[config.mk]
export PLATFORM = sky130hd
export DESIGN_NAME = flash_spi_reader_flat
export DESIGN_NICKNAME = d
export VERILOG_FILES = /design/src/rtl/flash_spi_reader_if.sv /design/src/rtl/flash_spi_reader.sv /design/src/flat_wrapper.sv
export SDC_FILE = /design/constraint.sdc
export NUM_CORES = 1
export LEC_CHECK = 0
export ABC_AREA = 0
export CAP_MARGIN = 20
export CELL_PAD_IN_SITES_DETAIL_PLACEMENT = 0
export CELL_PAD_IN_SITES_GLOBAL_PLACEMENT = 1
export CORE_ASPECT_RATIO = 2
export CORE_MARGIN = 10
export CORE_UTILIZATION = 40
export CTS_CLUSTER_DIAMETER = 150
export DETAILED_ROUTE_END_ITERATION = 8
export PLACE_DENSITY_LB_ADDON = 0.1
export SKIP_CTS_REPAIR_TIMING = 1
export SLEW_MARGIN = 25
export SYNTH_ARGS = -nofsm -noshare
export SYNTH_HDL_FRONTEND = slang
export SYNTH_SLANG_ARGS = --single-unit
[constraint.sdc]
create_clock -name wb_clk_i -period 4.8 [get_ports wb_clk_i]
set_clock_uncertainty 0.15 [all_clocks]
set_input_delay 1.2 -clock wb_clk_i [delete_from_list [all_inputs] [get_ports wb_clk_i]]
set_output_delay 1.2 -clock wb_clk_i [all_outputs]
set_load 0.05 [all_outputs]
[src/rtl/flash_spi_reader_if.sv]
// Request/response channel between the SoC fetch logic and flash_spi_reader.
interface flash_spi_reader_if;
  logic        req_valid;
  logic        req_ready;
  logic [23:0] req_addr;
  logic        req_dual;
  logic        rsp_valid;
  logic [31:0] rsp_data;

  modport master (
    output req_valid, req_addr, req_dual,
    input  req_ready, rsp_valid, rsp_data
  );

  modport slave (
    input  req_valid, req_addr, req_dual,
    output req_ready, rsp_valid, rsp_data
  );
endinterface

[src/rtl/flash_spi_reader.sv]
// SPI mode-0 flash word reader (READ 0x03) driving the chip_io flash pads.
// Optional dual-output read (0x3B) is enabled with `define FLASH_DUAL_READ_EN.
module flash_spi_reader #(
  parameter int DIV     = 2,
  parameter int CS_IDLE = 4
) (
  input  logic               wb_clk_i,
  input  logic               wb_rst_i,
  input  logic               enable,
  flash_spi_reader_if.slave  bus,
  output logic               flash_csb_core,
  output logic               flash_clk_core,
  output logic               flash_csb_oeb_core,
  output logic               flash_clk_oeb_core,
  output logic               flash_io0_oeb_core,
  output logic               flash_io1_oeb_core,
  output logic               flash_io0_ieb_core,
  output logic               flash_io1_ieb_core,
  output logic               flash_io0_do_core,
  output logic               flash_io1_do_core,
  input  logic               flash_io0_di_core,
  input  logic               flash_io1_di_core
);

  localparam int DW = (DIV > 1) ? $clog2(DIV) : 1;
  localparam int GW = (CS_IDLE > 1) ? $clog2(CS_IDLE) : 1;
  localparam logic [DW-1:0] DIV_LAST = DW'(DIV - 1);
  localparam logic [GW-1:0] GAP_LAST = GW'(CS_IDLE - 1);

  typedef enum logic [2:0] {
    S_IDLE, S_CMD, S_ADDR, S_DUMMY, S_DATA, S_GAP
  } state_t;

  state_t          state, state_nx;
  logic [DW-1:0]   div_cnt;
  logic            half;
  logic [4:0]      bit_cnt;
  logic [GW-1:0]   gap_cnt;
  logic [31:0]     tx_sr;
  logic [31:0]     rx_sr;
  logic [31:0]     rsp_data;
  logic            rsp_valid;
  logic            dual;
  logic            own;
  logic            active;
  logic            bit_end;
  logic            accept;
  logic            phase_end;
  logic            ready;
  logic [4:0]      data_last;
  logic [7:0]      cmd;
  logic            dual_sel;

  function automatic logic [31:0] byte_order(input logic [31:0] s);
    return {s[7:0], s[15:8], s[23:16], s[31:24]};
  endfunction

`ifdef FLASH_DUAL_READ_EN
  assign dual_sel = bus.req_dual;
`else
  logic unused_req_dual;
  assign unused_req_dual = bus.req_dual;
  assign dual_sel        = 1'b0;
`endif

  assign cmd       = dual_sel ? 8'h3B : 8'h03;
  assign active    = (state == S_CMD) || (state == S_ADDR) ||
                     (state == S_DUMMY) || (state == S_DATA);
  assign bit_end   = (div_cnt == DIV_LAST) && half;
  assign data_last = dual ? 5'd15 : 5'd31;

  always_ff @(posedge wb_clk_i or posedge wb_rst_i) begin
    if (wb_rst_i) state <= S_IDLE;
    else          state <= state_nx;
  end

  always_comb begin
    state_nx  = state;
    accept    = 1'b0;
    phase_end = 1'b0;
    ready     = (state == S_IDLE) && enable && own && (gap_cnt == GAP_LAST);
    case (state)
      S_IDLE:  if (bus.req_valid && ready) begin
                 accept   = 1'b1;
                 state_nx = S_CMD;
               end
      S_CMD:   if (bit_end && bit_cnt == 5'd7) begin
                 phase_end = 1'b1;
                 state_nx  = S_ADDR;
               end
      S_ADDR:  if (bit_end && bit_cnt == 5'd23) begin
                 phase_end = 1'b1;
                 state_nx  = dual ? S_DUMMY : S_DATA;
               end
      S_DUMMY: if (bit_end && bit_cnt == 5'd7) begin
                 phase_end = 1'b1;
                 state_nx  = S_DATA;
               end
      S_DATA:  if (bit_end && bit_cnt == data_last) begin
                 phase_end = 1'b1;
                 state_nx  = S_GAP;
               end
      S_GAP:   state_nx = S_IDLE;
      default: state_nx = S_IDLE;
    endcase
  end

  // Bit timing: DIV cycles SCK low, DIV cycles high; MOSI shifts at the fall,
  // MISO is captured on the clock edge that raises SCK.
  always_ff @(posedge wb_clk_i or posedge wb_rst_i) begin
    if (wb_rst_i) begin
      div_cnt   <= '0;
      half      <= 1'b0;
      bit_cnt   <= '0;
      gap_cnt   <= '0;
      tx_sr     <= '0;
      rx_sr     <= '0;
      rsp_data  <= '0;
      rsp_valid <= 1'b0;
      dual      <= 1'b0;
      own       <= 1'b0;
    end else begin
      rsp_valid <= 1'b0;
      if (state == S_IDLE) own <= enable;
      if ((state == S_IDLE || state == S_GAP) && gap_cnt != GAP_LAST)
        gap_cnt <= gap_cnt + 1'b1;
      if (accept) begin
        tx_sr   <= {cmd, bus.req_addr};
        dual    <= dual_sel;
        div_cnt <= '0;
        half    <= 1'b0;
        bit_cnt <= '0;
        gap_cnt <= '0;
      end else if (active) begin
        if (div_cnt == DIV_LAST) begin
          div_cnt <= '0;
          half    <= ~half;
          if (!half) begin
            if (state == S_DATA)
              rx_sr <= dual ? {rx_sr[29:0], flash_io1_di_core, flash_io0_di_core}
                            : {rx_sr[30:0], flash_io1_di_core};
          end else begin
            bit_cnt <= phase_end ? 5'd0 : bit_cnt + 5'd1;
            if (state == S_CMD || state == S_ADDR) tx_sr <= {tx_sr[30:0], 1'b0};
            if (state == S_DATA && phase_end) begin
              rsp_data  <= byte_order(rx_sr);
              rsp_valid <= 1'b1;
            end
          end
        end else begin
          div_cnt <= div_cnt + 1'b1;
        end
      end
    end
  end

  // Pad ownership follows own, which only tracks enable while idle.
  assign flash_csb_core     = ~active;
  assign flash_clk_core     = active & half;
  assign flash_csb_oeb_core = ~own;
  assign flash_clk_oeb_core = ~own;
  assign flash_io0_oeb_core = ~own | (state == S_DUMMY) | (state == S_DATA);
  assign flash_io1_oeb_core = 1'b1;
  assign flash_io0_ieb_core = ~(own & dual & (state == S_DATA));
  assign flash_io1_ieb_core = ~own;
  assign flash_io0_do_core  = tx_sr[31];
  assign flash_io1_do_core  = 1'b0;

  assign bus.req_ready = ready;
  assign bus.rsp_valid = rsp_valid;
  assign bus.rsp_data  = rsp_data;

endmodule
[src/flat_wrapper.sv]
// flat-port wrapper written by rule: the top's interface ports become plain ports
module flash_spi_reader_flat 
#(
  parameter int DIV     = 2,
  parameter int CS_IDLE = 4
)
  (wb_clk_i, wb_rst_i, enable, flash_csb_core, flash_clk_core, flash_csb_oeb_core, flash_clk_oeb_core, flash_io0_oeb_core, flash_io1_oeb_core, flash_io0_ieb_core, flash_io1_ieb_core, flash_io0_do_core, flash_io1_do_core, flash_io0_di_core, flash_io1_di_core, bus_req_valid, bus_req_addr, bus_req_dual, bus_req_ready, bus_rsp_valid, bus_rsp_data);
  flash_spi_reader_if bus_i ();
  input  logic wb_clk_i;
  input  logic wb_rst_i;
  input  logic enable;
  output logic flash_csb_core;
  output logic flash_clk_core;
  output logic flash_csb_oeb_core;
  output logic flash_clk_oeb_core;
  output logic flash_io0_oeb_core;
  output logic flash_io1_oeb_core;
  output logic flash_io0_ieb_core;
  output logic flash_io1_ieb_core;
  output logic flash_io0_do_core;
  output logic flash_io1_do_core;
  input  logic flash_io0_di_core;
  input  logic flash_io1_di_core;
  input wire logic [$bits(bus_i.req_valid)-1:0] bus_req_valid;
  input wire logic [$bits(bus_i.req_addr)-1:0] bus_req_addr;
  input wire logic [$bits(bus_i.req_dual)-1:0] bus_req_dual;
  output wire logic [$bits(bus_i.req_ready)-1:0] bus_req_ready;
  output wire logic [$bits(bus_i.rsp_valid)-1:0] bus_rsp_valid;
  output wire logic [$bits(bus_i.rsp_data)-1:0] bus_rsp_data;
  assign bus_i.req_valid = bus_req_valid;
  assign bus_i.req_addr = bus_req_addr;
  assign bus_i.req_dual = bus_req_dual;
  assign bus_req_ready = bus_i.req_ready;
  assign bus_rsp_valid = bus_i.rsp_valid;
  assign bus_rsp_data = bus_i.rsp_data;
  flash_spi_reader #(.DIV(DIV), .CS_IDLE(CS_IDLE)) u_core (.wb_clk_i(wb_clk_i), .wb_rst_i(wb_rst_i), .enable(enable), .bus(bus_i), .flash_csb_core(flash_csb_core), .flash_clk_core(flash_clk_core), .flash_csb_oeb_core(flash_csb_oeb_core), .flash_clk_oeb_core(flash_clk_oeb_core), .flash_io0_oeb_core(flash_io0_oeb_core), .flash_io1_oeb_core(flash_io1_oeb_core), .flash_io0_ieb_core(flash_io0_ieb_core), .flash_io1_ieb_core(flash_io1_ieb_core), .flash_io0_do_core(flash_io0_do_core), .flash_io1_do_core(flash_io1_do_core), .flash_io0_di_core(flash_io0_di_core), .flash_io1_di_core(flash_io1_di_core));
endmodule
# [After elaboration in Yosys (flattened, before gate mapping)]
# Index checks and enable logic that the tools add are counted.
[op_classes] add_sub_neg=3 n_bitwise=7 mux=35 eq_ne=15 n_reduce_logical=27
[op_table] cell="32-bit 2-to-1 mux" count=5
[op_table] cell="5-bit 2-to-1 mux" count=5
[op_table] cell="1-bit 2-to-1 mux" count=16
[op_table] cell="3-bit 2-to-1 mux" count=5
[op_table] cell="3-bit one-hot mux with 5 select lines" count=1
[op_table] cell="5-bit AND reduction" count=3
[op_table] cell="5-bit == test (second input constant)" count=2
[op_table] cell="1-bit logical AND" count=10
[op_table] cell="2-bit nonzero test" count=5
[op_table] cell="2-bit != test (second input constant)" count=4
[op_table] cell="3-bit by 2-bit == test with 1-bit output (second input constant)" count=2
[op_table] cell="3-bit == test (second input constant)" count=2
[op_table] cell="5-bit by 1-bit adder with 5-bit output (second input constant)" count=1
[op_table] cell="5-bit by 3-bit == test with 1-bit output (second input constant)" count=1
[op_table] cell="1-bit logical OR" count=4
[op_table] cell="2-bit 2-to-1 mux" count=2
[op_table] cell="2-bit by 1-bit != test with 1-bit output (second input constant)" count=2
[op_table] cell="1-bit inverter" count=4
[op_table] cell="4-bit AND reduction" count=1
[op_table] cell="3-bit by 1-bit == test with 1-bit output (second input constant)" count=1
[op_table] cell="3-bit logical NOT" count=1
[op_table] cell="1-bit one-hot mux with 3 select lines" count=1
[op_table] cell="3-bit AND reduction" count=1
[op_table] cell="2-bit by 1-bit adder with 2-bit output (second input constant)" count=1
[op_table] cell="other kinds (6)" count=7
[totals] reg_bits=110

# [Depth between registers and ports, before layout]
# Gate-level depths: netlist of run 1.
[depth] ltp_word=10 mapped_depth=8 ltp_nobuf=7

# [Worst setup path after synthesis of run 1]
# OpenSTA, ideal clock, no wires.
[synth_path] path_type="input to output" start="in enable" end="out bus_req_ready" arrival_ns=1.778 stages=2 path_slack_ns=1.672 path_cell_list="and3_1 -> and2_1"
[synth_between] elab_chain_cells=3
[synth_lines] element="start: declaration" line="flat_wrapper.sv:11" rtl="input logic enable;"
[synth_lines] element="1-bit logical AND (3 in a row)" line="flash_spi_reader.sv:81" rtl="ready = (state == S_IDLE) && enable && own && (gap_cnt == GAP_LAST);"
[synth_lines] element="end: declaration" line="flat_wrapper.sv:27" rtl="output wire logic [$bits(bus_i.req_ready)-1:0] bus_req_ready;"
# No other way between the ends.

# [Final worst setup path of run 1]
# Ends and elaborated chain as after synthesis.

==> flow_summary.json, run 1 <==
{
  "status": "finished, final reports clean",
  "cp-end-kind": "primary output",
  "cts-buffers-inserted": 9,
  "ys.flop_type": "dfrtp_1",
  "crit_buf_inv": 2,
  "clk_pin_slew_worst_paths_ns": 0.08,
  "tightest_slew_ns": 0.889,
  "cts-root-buf": "clkbuf_16",
  "fin_ws_ns": 0.636,
  "ys_seq_elements": 110,
  "vias_per_cell": 5.17,
  "grt_pass1_vias": 3084,
  "drc": 0,
  "grt_util_all_layers": 0.120,
  "path_common_cell": "clkdlybuf4s50_1",
  "irDropWorstVdd_uv": 159,
  "max_clock_freq_mhz": 240,
  "total_power_mw": 1.74,
  "hold_viol": 0,
  "final_core_util": 0.504,
  "num_antenna_cells": 0,
  "cts_tree": "yes",
  "finalCritPeriodShare": 0.868,
  "synthSimpleGateAreaFrac": 0.0790,
  "ant_nets": 0,
  "die_w_um": 96.1,
  "die_h_um": 172,
  "slew_headroom": 0.407,
  "hold_path_class": "register to register",
  "grt_max_degree": 64,
  "yosys.area_share.adder": 0.00811,
  "coreArea_sq_mm": 0.0114,
  "clock_path_buffers": 2,
  "vias": 2903,
  "ios": 75,
  "drv_cap": 0,
  "cts.sinks": 110,
  "grt_pass1_wl_mm": 15.5,
  "avgSynthCellArea_sq_um": 13.1,
  "powerDensity_mw_per_mm2": 303,
  "fp-row-count": 55,
  "ff_latch_area_sq_mm": 0.00275,
  "worstPathArrival_ns": 2.81,
  "drt_iter0_markers": 109,
  "worstPathMaxFanout": 3,
  "area_growth_pct": 23.6,
  "clock_latency_ns": 0.34,
  "async_flop_share": 1.00,
  "slowest_delay_ns": 0.80,
  "ys_warn_count": 0,
  "antenna_found_initial": 0,
  "synthCells": 353,
  "initial_core_util": 0.407,
  "synth_top_family_by_area": "multiplexers",
  "ys_seq_area_frac": 0.595,
  "finalSetupTns_ns": 0,
  "ys_types": 42,
  "p_leak_nw": 2.83,
  "synthMuxAreaShare": 0.167,
  "portBuffers": 69,
  "dieArea_sq_mm": 0.0165,
  "synthesis.area_sq_mm": 0.00463,
  "synth_edf_count": 0,
  "worstSetupPathType": "primary input to primary output",
  "wl_per_cell_um": 16.7,
  "cp-start-kind": "primary input",
  "path_cells": "clkdlybuf4s50_1, and3_1, and2_1, clkdlybuf4s50_1",
  "finalSetupViolCount": 0,
  "synth_compound_area_frac": 0.104,
  "gp_congestion": 0.690,
  "drv_slew": 0,
  "path_delay_family": "buffers and inverters",
  "min_period_ns": 4.16,
  "fin_nets": 449,
  "fill_cells": 1030,
  "layout-drive-gt1-share": 0.229,
  "synth-xor-area-share": 0.0114,
  "gr-total-overflow": 0,
  "multi_input_area_sq_mm": 0.00172,
  "htreeDepth": 3,
  "drt_wl_total_mm": 9.37,
  "critical_path_required_ns": 3.45,
  "critical-path-slowest-cell": "clkdlybuf4s50_1",
  "grt_setup_unrepaired": "false",
  "hpwl_mm": 6.47,
  "post-place-ws_ns": 0.612,
  "firstDrtPassIters": 4
}
==> final timing paths <==
kind                            startpoint                 to  slack, ns  cells past startpoint
max reg2reg                u_core.state[0]    u_core.tx_sr[4]       2.07                      4
max                                 enable      bus_req_ready       0.64                      4
max in group asynchronous         wb_rst_i  u_core.bit_cnt[4]       2.40                      3
min                        u_core.tx_sr[9]    u_core.tx_sr[9]       0.33                      1
min in group asynchronous         wb_rst_i    u_core.rx_sr[3]       1.18                      2
min reg2reg                u_core.tx_sr[9]    u_core.tx_sr[9]       0.33                      1
==> Yosys cell counts (all sizes together), types with 5 or more instances <==
library cell	n	area, sq um
a21o	20	150
a22o	20	175
buf	22	128
dfrtp	110	2750
inv	5	18.8
mux2	66	743
nand2	26	100
nand3	5	25.0
nor2	14	57.6
nor3	5	41.3
o21ai	15	75.1
==> through the flow <==
step	hold slack (ns)	area (sq um)	cells
CTS	0.334	5720	562
detailed placement	0.316	5410	546
floorplan	0.299	4630	354
global placement	0.309	5410	546
finish	0.330	5720	562
global route	0.348	5720	562
==> kinds of logic (layout without fill, tap and decap cells) <==
logic type | after synthesis | in the layout
multiplexers | 69 | 69
buffers and inverters | 30 | 96
XOR/XNOR | 6 | 6
AND/OR/NAND/NOR | 69 | 69
adder cells (fa/ha/maj) | 3 | 3
AO/OA/AOI/OAI | 64 | 64
other | 2 | 3
flip-flops | 110 | 110
==> power breakdown <==
group	switching, mW	total [mW]	internal, mW
clock	0.375	0.761	0.386
combinational	0.0270	0.0486	0.0216
sequential	0.000289	0.926	0.926
==> per-layer routing <==
metal / vias to the layer above / wire (um) / global-route usage
met5: - / 0 / 0
met2: 55 / 4890 / 0.199
li1: 1367 / - / -
met4: 0 / 143 / 0.0458
met1: 1471 / 3720 / 0.135
met3: 10 / 615 / 0.0452
==> cells in the final DEF, fill, tap and decap left out, types with 4 or more instances in the layout <==
cell type and count:
dfrtp_1 110, clkdlybuf4s50_1 69, mux2_2 66, nand2_1 25
a21o_1 20, a22o_1 20, o21ai_0 15, nor2_1 12
clkbuf_16 9, buf_4 6, nand3_1 5, inv_1 4
==> flip-flops by register name, summed over array words and instances, names as in the netlist <==
register	count
u_core.bit_cnt	5
u_core.bus.rsp_data	32
u_core.bus.rsp_valid	1
u_core.div_cnt	1
u_core.gap_cnt	2
u_core.half	1
u_core.own	1
u_core.rx_sr	32
u_core.state	3
u_core.tx_sr	32
==> area by class of cell <==
type,count,share of cell area
Clock buffer,10,0.0418
Clock inverter,6,0.0127
Inverter,5,0.00372
Multi-Input combinational cell,214,0.301
Sequential cell,110,0.481
Tap cell,142,0.0311
Timing Repair Buffer,75,0.129
(Power assumes the default switching activity.)
==> run 2: changes to the inputs <==
--- a/config.mk
+++ b/config.mk
@@ -14,7 +14,7 @@
 export CORE_UTILIZATION = 40
 export CTS_CLUSTER_DIAMETER = 150
 export DETAILED_ROUTE_END_ITERATION = 8
-export PLACE_DENSITY_LB_ADDON = 0.1
+export PLACE_DENSITY = 0.75
 export SKIP_CTS_REPAIR_TIMING = 1
 export SLEW_MARGIN = 25
 export SYNTH_ARGS = -nofsm -noshare
==> flow_summary.json, run 2 (synthesis results as in run 1) <==
{
  "slowest_delay_ns": 0.80,
  "cp-end-kind": "primary output",
  "worstPathArrival_ns": 2.78,
  "initial_core_util": 0.407,
  "ios": 75,
  "drt_wl_total_mm": 9.21,
  "hold_path_class": "register to register",
  "critical_path_required_ns": 3.45,
  "vias_per_cell": 5.16,
  "status": "finished, final reports clean",
  "cts-buffers-inserted": 9,
  "tightest_slew_ns": 0.978,
  "dpl_cell_area_sq_mm": 0.00541,
  "firstDrtPassIters": 4,
  "grt_pass1_vias": 3085,
  "largestRegisters": "u_core.bus.rsp_data x32, u_core.rx_sr x32, u_core.tx_sr x32",
  "num_antenna_cells": 0,
  "cts.sinks": 110,
  "p_leak_nw": 2.80,
  "worstPathMaxFanout": 3,
  "powerDensity_mw_per_mm2": 294,
  "cts-root-buf": "clkbuf_16",
  "gp_congestion": 0.765,
  "fp-row-count": 55,
  "coreArea_sq_mm": 0.0114,
  "finalSetupViolCount": 0,
  "critical-path-slowest-cell": "clkdlybuf4s50_1",
  "drt_iter0_markers": 78,
  "hpwl_mm": 6.44,
  "clk_pin_slew_worst_paths_ns": 0.07,
  "max_clock_freq_mhz": 242,
  "grt_util_all_layers": 0.116,
  "grt_setup_unrepaired": "false",
  "die_h_um": 172,
  "layout_common_cells": "110 x dfrtp_1, 69 x clkdlybuf4s50_1, 66 x mux2_2",
  "total_power_mw": 1.67,
  "finalCritPeriodShare": 0.860,
  "dieArea_sq_mm": 0.0165,
  "drc": 0,
  "slew_headroom": 0.346,
  "ant_nets": 0,
  "layout_commonest_cell": "dfrtp_1",
  "irDropWorstVdd_uv": 224,
  "vias": 2894,
  "drv_cap": 0,
  "cp-start-kind": "primary input",
  "cts_tree": "yes",
  "design_area_sq_mm": 0.00569,
  "fill_cells": 1049,
  "path_common_cell": "clkdlybuf4s50_1",
  "layout-drive-gt1-share": 0.227,
  "htreeDepth": 3,
  "die_w_um": 96.1,
  "gr-total-overflow": 0,
  "worstSetupPathType": "primary input to primary output",
  "wl_per_cell_um": 16.4,
  "clock_path_buffers": 2,
  "finalSetupTns_ns": 0,
  "portBuffers": 69,
  "min_period_ns": 4.13,
  "drv_slew": 0,
  "area_growth_pct": 22.9,
  "fin_nets": 448,
  "hold_viol": 0,
  "clock_latency_ns": 0.34,
  "antenna_found_initial": 0,
  "grt_max_degree": 60,
  "grt_pass1_wl_mm": 15.4,
  "path_cells": "clkdlybuf4s50_1, and3_1, and2_1, clkdlybuf4s50_1"
}
run 2: per-stage QoR:
stage / util / instances / hold WS [ns] / setup WS [ns]
floorplan: - / 354 / 0.299 / 0.548
global placement: 0.476 / 545 / 0.311 / 0.671
detailed placement: 0.476 / 545 / 0.316 / 0.658
CTS: 0.501 / 561 / 0.333 / 0.658
global route: 0.501 / 561 / 0.350 / 0.623
finish: 0.501 / 561 / 0.329 / 0.673
run 2: area by class of cell:
type                       count  area, sq um  area share
sequential                   110         2750       0.484
clock buffer                   9          225      0.0396
multi-input combinational    214         1730       0.303
clock inverter                 7         57.6      0.0101
timing repair buffer          74          728       0.128
tap                          142          178      0.0312
inverter                       5         21.3     0.00374
run 2: worst paths after layout:
| check | from | to | slack (ns) | cells past startpoint |
|---|---|---|---|---|
| setup reg to reg | u_core.bit_cnt[0] | u_core.bus.rsp_data[30] | 2.23 | 6 |
| hold reg to reg | u_core.tx_sr[20] | u_core.tx_sr[20] | 0.33 | 1 |
| max in group asynchronous | wb_rst_i | u_core.tx_sr[27] | 2.49 | 3 |
| hold / removal | u_core.tx_sr[20] | u_core.tx_sr[20] | 0.33 | 1 |
| min in group asynchronous | wb_rst_i | u_core.bus.rsp_data[12] | 1.17 | 2 |
| setup / recovery | enable | bus_req_ready | 0.67 | 4 |
run 2: power by group:
group	internal [mW]	switching [mW]	leakage, nW
combinational	0.0216	0.0264	1.18
clock	0.359	0.339	0.134
sequential	0.926	0.000316	1.49
run 2: metal layers:
layer	share of wire	GRT usage	wire length, um
met5	0	0	0
met4	0.013	0.0426	123
met2	0.53	0.200	4900
met3	0.068	0.0399	625
met1	0.39	0.126	3570
run 2: critical path, delay by kind of cell:
kind / cells / cell delay [ns]
AND/OR/NAND/NOR: 2 / 0.30
buffers and inverters: 2 / 1.27
==> run 3: changes to the inputs <==
--- a/config.mk
+++ b/config.mk
@@ -14,7 +14,7 @@
 export CORE_UTILIZATION = 40
 export CTS_CLUSTER_DIAMETER = 150
 export DETAILED_ROUTE_END_ITERATION = 8
-export PLACE_DENSITY = 0.75
+export PLACE_DENSITY = 0.72
 export SKIP_CTS_REPAIR_TIMING = 1
 export SLEW_MARGIN = 25
 export SYNTH_ARGS = -nofsm -noshare
==> flow_summary.json, run 3 (synthesis results as in run 1) <==
{
  "fin_nets": 450,
  "antenna_found_initial": 0,
  "cts-buffers-inserted": 9,
  "fin_ws_ns": 0.647,
  "irDropWorstVdd_uv": 209,
  "coreArea_sq_mm": 0.0114,
  "slew_headroom": 0.449,
  "cp-end-kind": "primary output",
  "dp_cells": 546,
  "num_antenna_cells": 0,
  "p_clk_frac": 0.436,
  "finalCritPeriodShare": 0.865,
  "vias": 2914,
  "dpl_cell_area_sq_mm": 0.00541,
  "clk_pin_slew_worst_paths_ns": 0.08,
  "portBuffers": 69,
  "p_leak_nw": 2.83,
  "hpwl_mm": 6.63,
  "cts-root-buf": "clkbuf_16",
  "ios": 75,
  "post-place-ws_ns": 0.630,
  "layout_common_cells": "110 x dfrtp_1, 69 x clkdlybuf4s50_1, 66 x mux2_2",
  "design_area_sq_mm": 0.00573,
  "fp-row-count": 55,
  "seqPwrFrac": 0.535,
  "grt_setup_unrepaired": "false",
  "htreeDepth": 3,
  "status": "finished, final reports clean",
  "rr_endpoint": "u_core.tx_sr[13]",
  "hold_path_depth": 1,
  "worstSetupPathType": "primary input to primary output",
  "p_sw_uw": 407,
  "worstPathArrival_ns": 2.80,
  "drt_iter0_markers": 64,
  "cp-start-kind": "primary input",
  "initial_core_util": 0.407,
  "hold_path_class": "register to register",
  "ant_nets": 0,
  "gr-total-overflow": 0,
  "layout-drive-gt1-share": 0.230,
  "firstDrtPassIters": 4,
  "grt_util_all_layers": 0.124,
  "intPower_mw": 1.32,
  "drt_wl_total_mm": 9.58,
  "vias_per_cell": 5.18,
  "dieArea_sq_mm": 0.0165,
  "grt_pass1_vias": 3186,
  "die_h_um": 172,
  "tightest_slew_ns": 0.827,
  "hp-start": "u_core.tx_sr[11]",
  "final_core_util": 0.505,
  "drc": 0,
  "drv_cap": 0,
  "area_growth_pct": 23.9,
  "wl_per_cell_um": 17.0,
  "comb_power_share": 0.028,
  "powerDensity_mw_per_mm2": 302,
  "layout_commonest_cell": "dfrtp_1",
  "clock_path_buffers": 2,
  "min_period_ns": 4.15,
  "max_clock_freq_mhz": 241,
  "clock_latency_ns": 0.35,
  "finalSetupTns_ns": 0,
  "largestRegisters": "u_core.bus.rsp_data x32, u_core.rx_sr x32, u_core.tx_sr x32",
  "timing.rr.start": "u_core.state[0]",
  "grt_pass1_wl_mm": 16.2,
  "hold_viol": 0,
  "cts.sinks": 110,
  "drv_slew": 0,
  "reg2regPathDepth": 5,
  "gp_congestion": 0.700,
  "worstPathMaxFanout": 3,
  "sw_frac_of_total": 0.235,
  "r2r_slack_ns": 2.24,
  "die_w_um": 96.1,
  "finalSetupViolCount": 0,
  "grt_max_degree": 68,
  "critical_path_required_ns": 3.45,
  "cts_tree": "yes",
  "whs_endpoint": "u_core.tx_sr[11]",
  "layout.cells.non_filler": 563
}
-- run 3: cell types whose count changed in the layout (fill, tap and decap cells not counted), moves of 2 or more --
cell        change
clkinv_8        +3
clkinv_4        -2
clkinvlp_4      -2
inv_6           +2
-- run 3: how the worst max path moves through the flow --
stage	from	end	slack [ns]
6_report	enable	bus_req_ready	0.65
5_1_grt	enable	bus_req_ready	0.58
4_1_cts	enable	bus_req_ready	0.63
3_5_place_dp	enable	bus_req_ready	0.63
3_3_place_gp	enable	bus_req_ready	0.63
2_1_floorplan	wb_rst_i	u_core.bit_cnt[0]	0.55
-- run 3: stage by stage --
stage                     hold WS [ns]  power, mW
final                            0.331       1.73
after global routing             0.353       1.79
after CTS                        0.335       1.76
after detailed placement         0.316      0.996
after global placement           0.309      0.995
after floorplan                  0.299      0.966
-- run 3: cell type report --
| class | instances | area, sq um |
|---|---|---|
| Sequential cell | 110 | 2750 |
| Inverter | 5 | 21.3 |
| Timing Repair Buffer | 76 | 747 |
| Clock inverter | 7 | 86.3 |
| Multi-Input combinational cell | 214 | 1720 |
| Tap cell | 142 | 178 |
| Fill cell | 1042 | 5620 |
| Clock buffer | 9 | 225 |
-- run 3: worst max-delay path: stages --
cell	delay, ns
clkdlybuf4s50_1	0.47
and3_1	0.18
and2_1	0.13
clkdlybuf4s50_1	0.82
-- run 3: power by group through the flow --
stage	Sequential [mW]	Clock, mW	Combinational, mW
2_1_floorplan	0.945	0	0.0211
3_3_place_gp	0.945	0	0.0497
3_5_place_dp	0.945	0	0.0506
4_1_cts	0.926	0.784	0.0508
5_1_grt	0.927	0.810	0.0542
6_report	0.926	0.755	0.0487
-- run 3: per-layer routing --
metal  vias up  routed length [um]  track usage
met5         -                   0            0
met2        59                4950        0.207
met4         0                 180       0.0477
li1       1364                   -            -
met3        10                 513       0.0421
met1      1481                3940        0.140
